File: config.mk
export PLATFORM = sky130hd
export DESIGN_NAME = mc_controller
export DESIGN_NICKNAME = d
export VERILOG_FILES = /design/src/rtl/mc_controller.sv
export SDC_FILE = /design/constraint.sdc
export NUM_CORES = 1
export LEC_CHECK = 0
export BUFFER_PORTS_ARGS = -buffer_cell sky130_fd_sc_hd__clkbuf_2
export CAP_MARGIN = 20
export CORE_MARGIN = 2
export CORE_UTILIZATION = 38
export DETAILED_ROUTE_END_ITERATION = 12
export HOLD_SLACK_MARGIN = 0.12
export PLACE_DENSITY_LB_ADDON = 0.12
export REMOVE_ABC_BUFFERS = 1
export SLEW_MARGIN = 20
export SYNTH_ARGS = -nofsm -noshare
export SYNTH_HDL_FRONTEND = slang
export SYNTH_SLANG_ARGS = --single-unit
File: constraint.sdc
create_clock -name clk -period 1.7 [get_ports clk]
set_input_delay 0.085 -clock clk [delete_from_list [all_inputs] [get_ports clk]]
set_output_delay 0.085 -clock clk [all_outputs]
set_load 0.01 [all_outputs]
File: src/rtl/mc_controller.sv
// mc_controller: main control unit of the multicycle MIPS core.
// A 12-state Moore FSM steps each instruction through the shared datapath.
// Control outputs are decoded combinationally from the registered state.
// Stalls wait on the memory-ready handshake in FETCH, MEMRD and MEMWR.
module mc_controller (
    input  logic       clk,
    input  logic       reset,
    input  logic [5:0] op,
    input  logic [5:0] funct,
    input  logic       zero,
    input  logic       memready,
    output logic       pcen,
    output logic       memwrite,
    output logic       irwrite,
    output logic       regwrite,
    output logic       iord,
    output logic       memtoreg,
    output logic       regdst,
    output logic       alusrca,
    output logic [1:0] alusrcb,
    output logic [1:0] pcsrc,
    output logic [2:0] alucontrol,
    output logic [3:0] state
);

    typedef enum logic [3:0] {
        FETCH   = 4'd0,
        DECODE  = 4'd1,
        MEMADR  = 4'd2,
        MEMRD   = 4'd3,
        MEMWB   = 4'd4,
        MEMWR   = 4'd5,
        RTYPEEX = 4'd6,
        RTYPEWB = 4'd7,
        BEQEX   = 4'd8,
        ADDIEX  = 4'd9,
        ADDIWB  = 4'd10,
        JEX     = 4'd11
    } state_t;

    localparam logic [5:0] OP_LW    = 6'b100011;
    localparam logic [5:0] OP_SW    = 6'b101011;
    localparam logic [5:0] OP_RTYPE = 6'b000000;
    localparam logic [5:0] OP_BEQ   = 6'b000100;
    localparam logic [5:0] OP_ADDI  = 6'b001000;
    localparam logic [5:0] OP_J     = 6'b000010;

    localparam logic [5:0] FN_ADD = 6'b100000;
    localparam logic [5:0] FN_SUB = 6'b100010;
    localparam logic [5:0] FN_AND = 6'b100100;
    localparam logic [5:0] FN_OR  = 6'b100101;
    localparam logic [5:0] FN_SLT = 6'b101010;

    localparam logic [2:0] ALU_ADD = 3'b010;
    localparam logic [2:0] ALU_SUB = 3'b110;
    localparam logic [2:0] ALU_AND = 3'b000;
    localparam logic [2:0] ALU_OR  = 3'b001;
    localparam logic [2:0] ALU_SLT = 3'b111;

    // ALU function from the FSM's aluop class and the R-type funct field.
    function automatic logic [2:0] alu_decode(input logic [1:0] aluop, input logic [5:0] fn);
        logic [2:0] res;
        res = ALU_ADD;
        case (aluop)
            2'b00: res = ALU_ADD;
            2'b01: res = ALU_SUB;
            2'b10: begin
                case (fn)
                    FN_ADD:  res = ALU_ADD;
                    FN_SUB:  res = ALU_SUB;
                    FN_AND:  res = ALU_AND;
                    FN_OR:   res = ALU_OR;
                    FN_SLT:  res = ALU_SLT;
                    default: res = ALU_ADD;
                endcase
            end
            default: res = ALU_ADD;
        endcase
        return res;
    endfunction

    state_t     state_r;
    state_t     state_next_s;
    logic       mem_ready_s;
    logic       pcwrite_s;
    logic       branch_s;
    logic [1:0] aluop_s;

    // While reset is held the handshake is ignored so no strobe can fire.
    assign mem_ready_s = memready & reset;

    // Next-state selection: dispatch, stalls and illegal-state recovery.
    always_comb begin
        state_next_s = FETCH;
        case (state_r)
            FETCH:   state_next_s = mem_ready_s ? DECODE : FETCH;
            DECODE: begin
                case (op)
                    OP_LW, OP_SW: state_next_s = MEMADR;
                    OP_RTYPE:     state_next_s = RTYPEEX;
                    OP_BEQ:       state_next_s = BEQEX;
                    OP_ADDI:      state_next_s = ADDIEX;
                    OP_J:         state_next_s = JEX;
                    default:      state_next_s = FETCH;
                endcase
            end
            MEMADR:  state_next_s = (op == OP_SW) ? MEMWR : MEMRD;
            MEMRD:   state_next_s = mem_ready_s ? MEMWB : MEMRD;
            MEMWR:   state_next_s = mem_ready_s ? FETCH : MEMWR;
            RTYPEEX: state_next_s = RTYPEWB;
            ADDIEX:  state_next_s = ADDIWB;
            MEMWB, RTYPEWB, BEQEX, ADDIWB, JEX: state_next_s = FETCH;
            default: state_next_s = FETCH;
        endcase
    end

    // State register; reset abandons any instruction in flight.
    always_ff @(posedge clk or negedge reset) begin
        if (!reset) begin
            state_r <= FETCH;
        end else begin
            state_r <= state_next_s;
        end
    end

    // Moore output decode; anything not named for a state stays low.
    always_comb begin
        pcwrite_s = 1'b0;
        branch_s  = 1'b0;
        aluop_s   = 2'b00;
        memwrite  = 1'b0;
        irwrite   = 1'b0;
        regwrite  = 1'b0;
        iord      = 1'b0;
        memtoreg  = 1'b0;
        regdst    = 1'b0;
        alusrca   = 1'b0;
        alusrcb   = 2'b00;
        pcsrc     = 2'b00;
        case (state_r)
            FETCH: begin
                alusrcb   = 2'b01;
                irwrite   = mem_ready_s;
                pcwrite_s = mem_ready_s;
            end
            DECODE: alusrcb = 2'b11;
            MEMADR, ADDIEX: begin
                alusrca = 1'b1;
                alusrcb = 2'b10;
            end
            MEMRD: iord = 1'b1;
            MEMWB: begin
                memtoreg = 1'b1;
                regwrite = 1'b1;
            end
            MEMWR: begin
                iord     = 1'b1;
                memwrite = 1'b1;
            end
            RTYPEEX: begin
                alusrca = 1'b1;
                aluop_s = 2'b10;
            end
            RTYPEWB: begin
                regdst   = 1'b1;
                regwrite = 1'b1;
            end
            BEQEX: begin
                alusrca  = 1'b1;
                aluop_s  = 2'b01;
                pcsrc    = 2'b01;
                branch_s = 1'b1;
            end
            ADDIWB: regwrite = 1'b1;
            JEX: begin
                pcsrc     = 2'b10;
                pcwrite_s = 1'b1;
            end
            default: begin
                pcwrite_s = 1'b0;
            end
        endcase
    end

    assign pcen       = pcwrite_s | (branch_s & zero);
    assign alucontrol = alu_decode(aluop_s, funct);
    assign state      = state_r;

endmodule
# --- Word-level counts from Yosys, hierarchy flattened ---
# Cells that the tools add are included.
word_totals:
  regBits: 4
  in_bits: 16
  out_inout_bits: 19
  word_cells: 53
classes:
  n_eq_ne: 22
  muxes: 20
  bitwise_logic: 3
  reduce_logical: 7
op_table:
  columns: ["op", "n"]
  rows:
  - ["== test 6 bit (second input constant)", 6]
  - ["one-hot mux 4 bit (7 select lines)", 1]
  - ["one-hot mux 4 bit (5 select lines)", 1]
  - ["== test 4 x 3 -> 1 bit (second input constant)", 4]
  - ["== test 4 bit (second input constant)", 4]
  - ["one-hot mux 3 bit (4 select lines)", 1]
  - ["2-to-1 mux 1 bit", 9]
  - ["2-to-1 mux 3 bit", 3]
  - ["== test 4 x 2 -> 1 bit (second input constant)", 2]
  - ["one-hot mux 2 bit (2 select lines)", 2]
  - ["== test 6 x 2 -> 1 bit (second input constant)", 1]
  - ["== test 6 x 3 -> 1 bit (second input constant)", 1]
  - ["== test 6 x 4 -> 1 bit (second input constant)", 1]
  - ["logical NOT 6 bit", 1]
  - ["one-hot mux 2 bit (3 select lines)", 1]
  - ["one-hot mux 3 bit (2 select lines)", 1]
  - ["OR reduction 2 bit", 3]
  - ["== test 4 x 1 -> 1 bit (second input constant)", 1]
  - ["logical NOT 4 bit", 1]
  - ["OR reduction 4 bit", 1]
  - ["OR reduction 3 bit", 1]
  - ["bitwise AND 1 bit", 2]
  - ["== test 2 x 1 -> 1 bit (second input constant)", 1]
  - ["== test 2 bit (second input constant)", 1]
  - ["2 further kinds", 2]

# --- Logic depth before layout (Yosys ltp) ---
# Gate-level depths: netlist of run 1.
logic_depth:
  word_depth: 4
  ltp_mapped: 7
  depth_no_buf: 6

# --- Worst setup path before layout of run 1 ---
# OpenSTA, ideal clock, no wires.
synth_path:
  kind: "reg2out"
  start: "reg state_r[3], in the netlist state[3]"
  end: "out alucontrol[2]"
  t_arrival_ps: 1887
  t_required_ps: 1615
  path_slack_ps: -272
  path_stages_with_launch: 7
  n_path_buf: 1
  path_cell_list: "dfrtp_1 > clkbuf_1 > nor2b_1 > nand2_1 > ha_1 > nand4b_1 > o41ai_1"
synth_via:
  elab_chain_len: 4
  elab_cells_between_ends: 6
synth_rtl:
  columns: ["item", "line", "text"]
  rows:
  - ["start, declared", "82", "state_t state_r;"]
  - ["start signal, assigned", "122", "state_r <= state_next_s;"]
  - ["== test 4 bit / == test 4 x 3 -> 1 bit (equally long branches)", "140", "case (state_r)"]
  - ["one-hot mux 2 bit (2 select lines) (*)", "140", null]
  - ["== test 2 bit / == test 2 x 1 -> 1 bit (equally long branches)", "64", "case (aluop)"]
  - ["one-hot mux 3 bit (2 select lines) (*)", "64", null]
  - ["end, declared", "22", "output logic [2:0] alucontrol,"]
# Every way passes the cells marked *; elsewhere a longest branch is shown, timed or not.

# --- Worst setup path after layout of run 1 ---
# Same ends and word-level chain as after synthesis.

==> results_dict.tcl, run 1 <==
set metrics [dict create \
    grt.overflow.total 0 \
    ff2ff_setup_slack_ns 0.14 \
    cts_root_buffer "sky130_fd_sc_hd__clkbuf_4" \
    max-vdd-ir-drop_mv 0.628 \
    layout-drive-gt1-share 0.470 \
    tritoncts "done" \
    max_clock_freq_mhz 551 \
    fin_crit_sh 1.07 \
    internal_power_mw 0.508 \
    finalHoldViolations 0 \
    critical_path.endpoint_type "output pin" \
    syn_avg_cell_area_sq_um 7.01 \
    drtAntennaViolNets 0 \
    share_comb_of_total_power 0.715 \
    num-nets-final 155 \
    timing.setup.critical_path_class "flip-flop to output pin" \
    initial_utilization 0.409 \
    drc_errors 0 \
    drv_cap 0 \
    timing_worst_slew_pin_value_ns 0.345 \
    critical_path.reg2reg.endpoint "state[0]$_DFF_PN0_" \
    worst_hold_path_type "input port to asynchronous set/reset pin" \
    num_antenna_cells 0 \
    sequential_group_share_of_total_power 0.163 \
    number_of_global_route_vias_before_repair 730 \
    synth_edf_count 0 \
    cts.reportedPaths.clkPinSlew_ns 0.04 \
    critical_path_required_ns 1.62 \
    start_kind "flip-flop" \
    dp_hpwl_mm 1.33 \
    timing.max_slew.rel_slack 0.769 \
    arrival_ns 1.73 \
    synth_cell_type_count 34 \
    io_buffer_count 34 \
    cts_inserted_buffers 3 \
    clock_latency_at_the_later_pin_of_the_worst_skew_pair_ns 0.23 \
    final_period_demand_of_the_worst_path_ns 1.82 \
    final_cell_area_sq_um 983 \
    routed_via_density 5.31 \
    seq_area_frac_synth 0.162 \
    clkPwrFrac 0.122 \
    dr.pass1.iters 4 \
    chipHeight_um 44.3 \
    grt_setup_unrepaired "true" \
    ys_dominant_reg_cell "sky130_fd_sc_hd__dfrtp_1" \
    violations "negative setup slack" \
    yosys_warnings 0 \
    grt.total_usage 0.203 \
    grt_start_max_net_pins 17 \
    layout-area-overhead-vs-synth_pct 59.4 \
    worst_r2r_startpoint "state[1]$_DFF_PN0_" \
    synth.cell_area_sq_um 617 \
    dieArea_sq_mm 0.00196 \
    drtIter0Drc 4 \
    wire_per_inst_um 11.9 \
    finalMaxSlewViolations 0 \
    timing.clock.skew_ns 0.00105 \
    mostFrequentLayoutCell "sky130_fd_sc_hd__clkbuf_2" \
    minimum_setup_slack_in_the_final_design_ns -0.116 \
    synth_register_bits 4 \
    gp_routability_congestion 0.810 \
    worst_case_reg_to_reg_path_depth 5 \
    outcome "complete, but fails checks" \
    power.share.switching 0.454 \
    number_of_instances_in_the_synthesized_netlist 88 \
    grt_antenna_before_repair 0 \
    fp.coreArea_sq_mm 0.00151 \
    synth_async_sr_flop_share 1.00 \
    global_route_wire_length_before_repair_mm 3.01 \
    largest_register_ffs 4 \
    leakage_nw 0.495 \
    clock_tree_buf_depth 2 \
    core.rowCount 14 \
    switching_power_mw 0.423 \
    timing.critical_path.fanout_max 4 \
    setup_violations 1 \
    finalPower_mw 0.931 \
    power.density_cell_area_mw_per_mm2 947 \
    width_of_the_die_um 44.3 \
    placedInstanceArea_sq_um 843 \
    cts_htree_levels 1 \
    vias 796 \
    top_level_i_o_count 35 \
    tritoncts_num_sinks 4 \
    final_cell_mix "sky130_fd_sc_hd__clkbuf_2, sky130_fd_sc_hd__buf_4, sky130_fd_sc_hd__nor2_1" \
    postRouteWirelength_mm 1.79 \
]
[worst max-delay path: stages, from the launching register on]
cell and delay (ns):
sky130_fd_sc_hd__dfrtp_1 0.42, sky130_fd_sc_hd__nor2b_4 0.21, sky130_fd_sc_hd__nand2_4 0.08, sky130_fd_sc_hd__ha_4 0.26, sky130_fd_sc_hd__nand4b_1 0.12, sky130_fd_sc_hd__o41ai_2 0.22, sky130_fd_sc_hd__buf_2 0.18
[synth_stat cells (2+ instances only)]
| cell type | count | share of area |
|---|---|---|
| sky130_fd_sc_hd__nand3b_1 | 3 | 0.037 |
| sky130_fd_sc_hd__nand4_1 | 2 | 0.020 |
| sky130_fd_sc_hd__nand4b_1 | 2 | 0.028 |
| sky130_fd_sc_hd__a21oi_1 | 2 | 0.016 |
| sky130_fd_sc_hd__o21ai_0 | 6 | 0.049 |
| sky130_fd_sc_hd__nor3_1 | 3 | 0.024 |
| sky130_fd_sc_hd__and3_1 | 2 | 0.020 |
| sky130_fd_sc_hd__ha_1 | 3 | 0.061 |
| sky130_fd_sc_hd__nor4_1 | 2 | 0.020 |
| sky130_fd_sc_hd__xor2_1 | 2 | 0.028 |
| sky130_fd_sc_hd__nand3_1 | 2 | 0.016 |
| sky130_fd_sc_hd__nor2_1 | 11 | 0.067 |
| sky130_fd_sc_hd__nor2b_1 | 4 | 0.041 |
| sky130_fd_sc_hd__inv_1 | 3 | 0.018 |
| sky130_fd_sc_hd__dfrtp_1 | 4 | 0.16 |
| sky130_fd_sc_hd__nand2_1 | 10 | 0.061 |
| sky130_fd_sc_hd__nand2b_1 | 6 | 0.061 |
| sky130_fd_sc_hd__buf_2 | 4 | 0.032 |
| sky130_fd_sc_hd__a31oi_1 | 2 | 0.020 |
[power groups by stage]
stage,Clock (mW),Combinational (mW),Sequential [mW]
2_1_floorplan,0,0.293,0.192
3_3_place_gp,0,0.611,0.141
3_5_place_dp,0,0.616,0.143
4_1_cts,0.121,0.655,0.149
5_1_grt,0.124,0.739,0.156
6_report,0.114,0.665,0.152
[metrics by stage]
step           setup WS, ns  cells  hold WS, ns  TNS (ns)   util
6_report             -0.116    150        0.204    -0.116  0.653
4_1_cts              -0.112    150        0.196    -0.112  0.641
3_5_place_dp       -0.00326    141      -0.0917  -0.00326  0.560
2_1_floorplan        -0.203     83       -0.211    -0.203      -
3_3_place_gp         0.0672    141      -0.0935         0  0.560
5_1_grt              -0.213    150        0.226    -0.329  0.653
[cell families (layout without fill, tap and decap cells)]
kind of cell	after synthesis	after routing	synth area share
adder cells (fa/ha/maj)	3	3	0.0609
flip-flops	4	4	0.162
buffers and inverters	8	54	0.0568
AND/OR/NAND/NOR	52	52	0.483
AO/OA/AOI/OAI	18	18	0.195
XOR/XNOR	3	3	0.0426
[per-layer routing]
metal,vias up,GRT usage,routed length (um)
li1,414,-,-
met1,363,0.236,821
met2,19,0.376,902
met3,0,0.0286,67
met4,0,0.0667,0
met5,-,0,0
[worst max path at each step]
stage                            start            end  slack (ns)  cells after the start
global route        state[3]$_DFF_PN0_  alucontrol[2]       -0.21                      6
finish              state[3]$_DFF_PN0_  alucontrol[2]       -0.12                      6
detailed placement  state[3]$_DFF_PN0_  alucontrol[2]      -0.003                      6
floorplan           state[2]$_DFF_PN0_  alucontrol[2]       -0.20                      5
global placement    state[3]$_DFF_PN0_  alucontrol[2]        0.07                      6
CTS                 state[3]$_DFF_PN0_  alucontrol[2]       -0.11                      6
[timing repair]
action | 4_1_cts | 5_1_grt
hold buffers | 2 | 0
pin swaps | 2 | 2
hold endpoints to repair | 5 | 0
gates resized for setup | 11 | 7
setup buffers | 4 | 0
setup endpoints to repair | 2 | 4
[layout make-up]
cell class	count	area (sq um)
clock buffer	3	22.5
fill	144	523
inverter	3	11.3
multi-input combinational	76	549
sequential	4	100
tap	16	20.0
timing repair buffer	48	280
No activity file was read; power rests on OpenSTA's default activity.
==> inputs of run 2 (changes only) <==
--- a/config.mk
+++ b/config.mk
@@ -8,7 +8,7 @@
 export BUFFER_PORTS_ARGS = -buffer_cell sky130_fd_sc_hd__clkbuf_2
 export CAP_MARGIN = 20
 export CORE_MARGIN = 2
-export CORE_UTILIZATION = 38
+export CORE_UTILIZATION = 43
 export DETAILED_ROUTE_END_ITERATION = 12
 export HOLD_SLACK_MARGIN = 0.12
 export PLACE_DENSITY_LB_ADDON = 0.12
==> constraint.sdc (replaced) <==
create_clock -name clk -period 1.8 [get_ports clk]
set_input_delay 0.09 -clock clk [delete_from_list [all_inputs] [get_ports clk]]
set_output_delay 0.09 -clock clk [all_outputs]
set_load 0.01 [all_outputs]
==> run 2 against run 1 <==
The run still ends with negative setup slack left. Count of clock-buffer cells in the layout is the same. Worst setup slack gained 0.081 ns. Sequential cell count is the same. Final area shrank 1.7%. Clock skew grew 0.0029 ns. Sequential share of layout area grew 0.17 points. Critical path depth is the same. First-iteration DRC count grew to 3.5 times the previous value. Total power grew 1.5%. Clock power shrank 4%. Non-clock buffer count grew 1. Largest cell class unchanged.
==> results_dict.tcl, run 2 (synthesis results as in run 1) <==
set metrics [dict create \
    outcome "complete, but fails checks" \
    violations "negative setup slack" \
    cp_slowest_stage_delay_ns 0.42 \
    power.density_cell_area_mw_per_mm2 977 \
    routed_via_density 5.56 \
    minimum_setup_slack_in_the_final_design_ns -0.0350 \
    worst_r2r_startpoint "state[1]$_DFF_PN0_" \
    largest_register_ffs 4 \
    final_cell_mix "sky130_fd_sc_hd__clkbuf_2, sky130_fd_sc_hd__buf_4, sky130_fd_sc_hd__nor2_1" \
    finalMaxSlewViolations 0 \
    cts_htree_levels 1 \
    worst_hold_path_type "input port to asynchronous set/reset pin" \
    grt_antenna_before_repair 0 \
    grt.overflow.total 0 \
    clock_latency_at_the_later_pin_of_the_worst_skew_pair_ns 0.23 \
    fillers 114 \
    mostFrequentLayoutCell "sky130_fd_sc_hd__clkbuf_2" \
    placedInstanceArea_sq_um 842 \
    max_clock_freq_mhz 545 \
    drtIter0Drc 14 \
    grt_setup_unrepaired "true" \
    timing.max_slew.rel_slack 0.770 \
    dr.pass1.iters 4 \
    global_route_wire_length_before_repair_mm 3.24 \
    critical_path_required_ns 1.71 \
    ff2ff_setup_slack_ns 0.09 \
    fin_crit_sh 1.02 \
    io_buffer_count 34 \
    clock_tree_buf_depth 2 \
    timing_worst_slew_pin_value_ns 0.344 \
    finalHoldViolations 0 \
    setup_violations 1 \
    critical_path.endpoint_type "output pin" \
    worstPathCellList "nor2_2 -> nand2_2 -> ha_4 -> nand4b_1 -> o41ai_2 -> buf_2" \
    gp_routability_congestion 0.829 \
    worst_case_reg_to_reg_path_depth 6 \
    pre_cts_slack_ns 0.122 \
    drv_cap 0 \
    num-nets-final 156 \
    final_period_demand_of_the_worst_path_ns 1.83 \
    layout-drive-gt1-share 0.459 \
    postRouteWirelength_mm 1.97 \
    timing.clock.skew_ns 0.00395 \
    cpMaxStageDelayCell "sky130_fd_sc_hd__dfrtp_1" \
    final_cell_area_sq_um 967 \
    vias 834 \
    grt.total_usage 0.236 \
    tritoncts "done" \
    worst-path-buf-inv 1 \
    max-vdd-ir-drop_mv 0.660 \
    wire_per_inst_um 13.1 \
    width_of_the_die_um 41.9 \
    drtAntennaViolNets 0 \
    tritoncts_num_sinks 4 \
    path_delay_family "simple AND/OR/NAND/NOR gates" \
    initial_utilization 0.468 \
    leakage_nw 0.495 \
    chipHeight_um 41.9 \
    grt_start_max_net_pins 17 \
    num_antenna_cells 0 \
    dieArea_sq_mm 0.00175 \
    fp.coreArea_sq_mm 0.00132 \
    core.rowCount 13 \
    source_of_the_critical_timing_path "state[0]$_DFF_PN0_" \
    arrival_ns 1.74 \
    number_of_global_route_vias_before_repair 762 \
    critical_path.reg2reg.endpoint "state[0]$_DFF_PN0_" \
    cts_root_buffer "sky130_fd_sc_hd__clkbuf_4" \
    drc_errors 0 \
    start_kind "flip-flop" \
    dp_hpwl_mm 1.43 \
    layout-area-overhead-vs-synth_pct 56.8 \
    cts_inserted_buffers 3 \
    timing.critical_path.fanout_max 3 \
    top_level_i_o_count 35 \
    timing.setup.critical_path_class "flip-flop to output pin" \
    cts.reportedPaths.clkPinSlew_ns 0.04 \
]
==> run 2: stage by stage <==
stage               hold WS [ns]  setup TNS, ns  power, mW   util  cells
floorplan                 -0.206         -0.108      0.459      -     83
global placement         -0.0910              0      0.707  0.639    140
detailed placement       -0.0907              0      0.717  0.639    140
CTS                        0.203       -0.00639      0.876  0.708    146
global route               0.217         -0.165       1.03  0.734    150
finish                     0.205        -0.0350      0.945  0.734    150
==> run 2: area by class of cell <==
| cell class | instances | area [sq um] | area share |
|---|---|---|---|
| clock buffer | 3 | 22.5 | 0.0233 |
| timing repair buffer | 49 | 288 | 0.298 |
| multi-input combinational | 76 | 527 | 0.545 |
| inverter | 3 | 11.3 | 0.0116 |
| sequential | 4 | 100 | 0.103 |
| tap | 15 | 18.8 | 0.0194 |
==> run 2: what timing repair did <==
action | 4_1_cts | 5_1_grt
hold endpoints to repair | 5 | 0
setup buffers | 1 | 4
resized for setup | 9 | 2
hold buffers | 2 | 0
setup endpoints to repair | 1 | 4
pin swaps | 1 | 1
==> run 2: how the worst max path moves through the flow <==
stage	to	slack, ns	depth (start not counted)
global placement	alucontrol[2]	0.20	6
detailed placement	alucontrol[2]	0.12	6
CTS	alucontrol[2]	-0.006	6
global route	alucontrol[2]	-0.12	6
floorplan	alucontrol[2]	-0.11	5
finish	alucontrol[2]	-0.03	6
==> run 2: power by group <==
part	leakage, nW	switching [mW]	internal (mW)	total (mW)
Sequential	0.0537	0.0301	0.114	0.144
Clock	0.0138	0.0347	0.0744	0.109
Combinational	0.427	0.349	0.342	0.691
Total	0.495	0.414	0.531	0.945
==> run 2: per-layer routing <==
layer / share of wire / global-route usage / wire (um) / up-vias
li1: - / - / - / 419
met1: 0.42 / 0.276 / 822 / 379
met2: 0.52 / 0.419 / 1020 / 36
met3: 0.063 / 0.0478 / 123 / 0
met4: 0 / 0.0839 / 0 / 0
met5: 0 / 0 / 0 / -
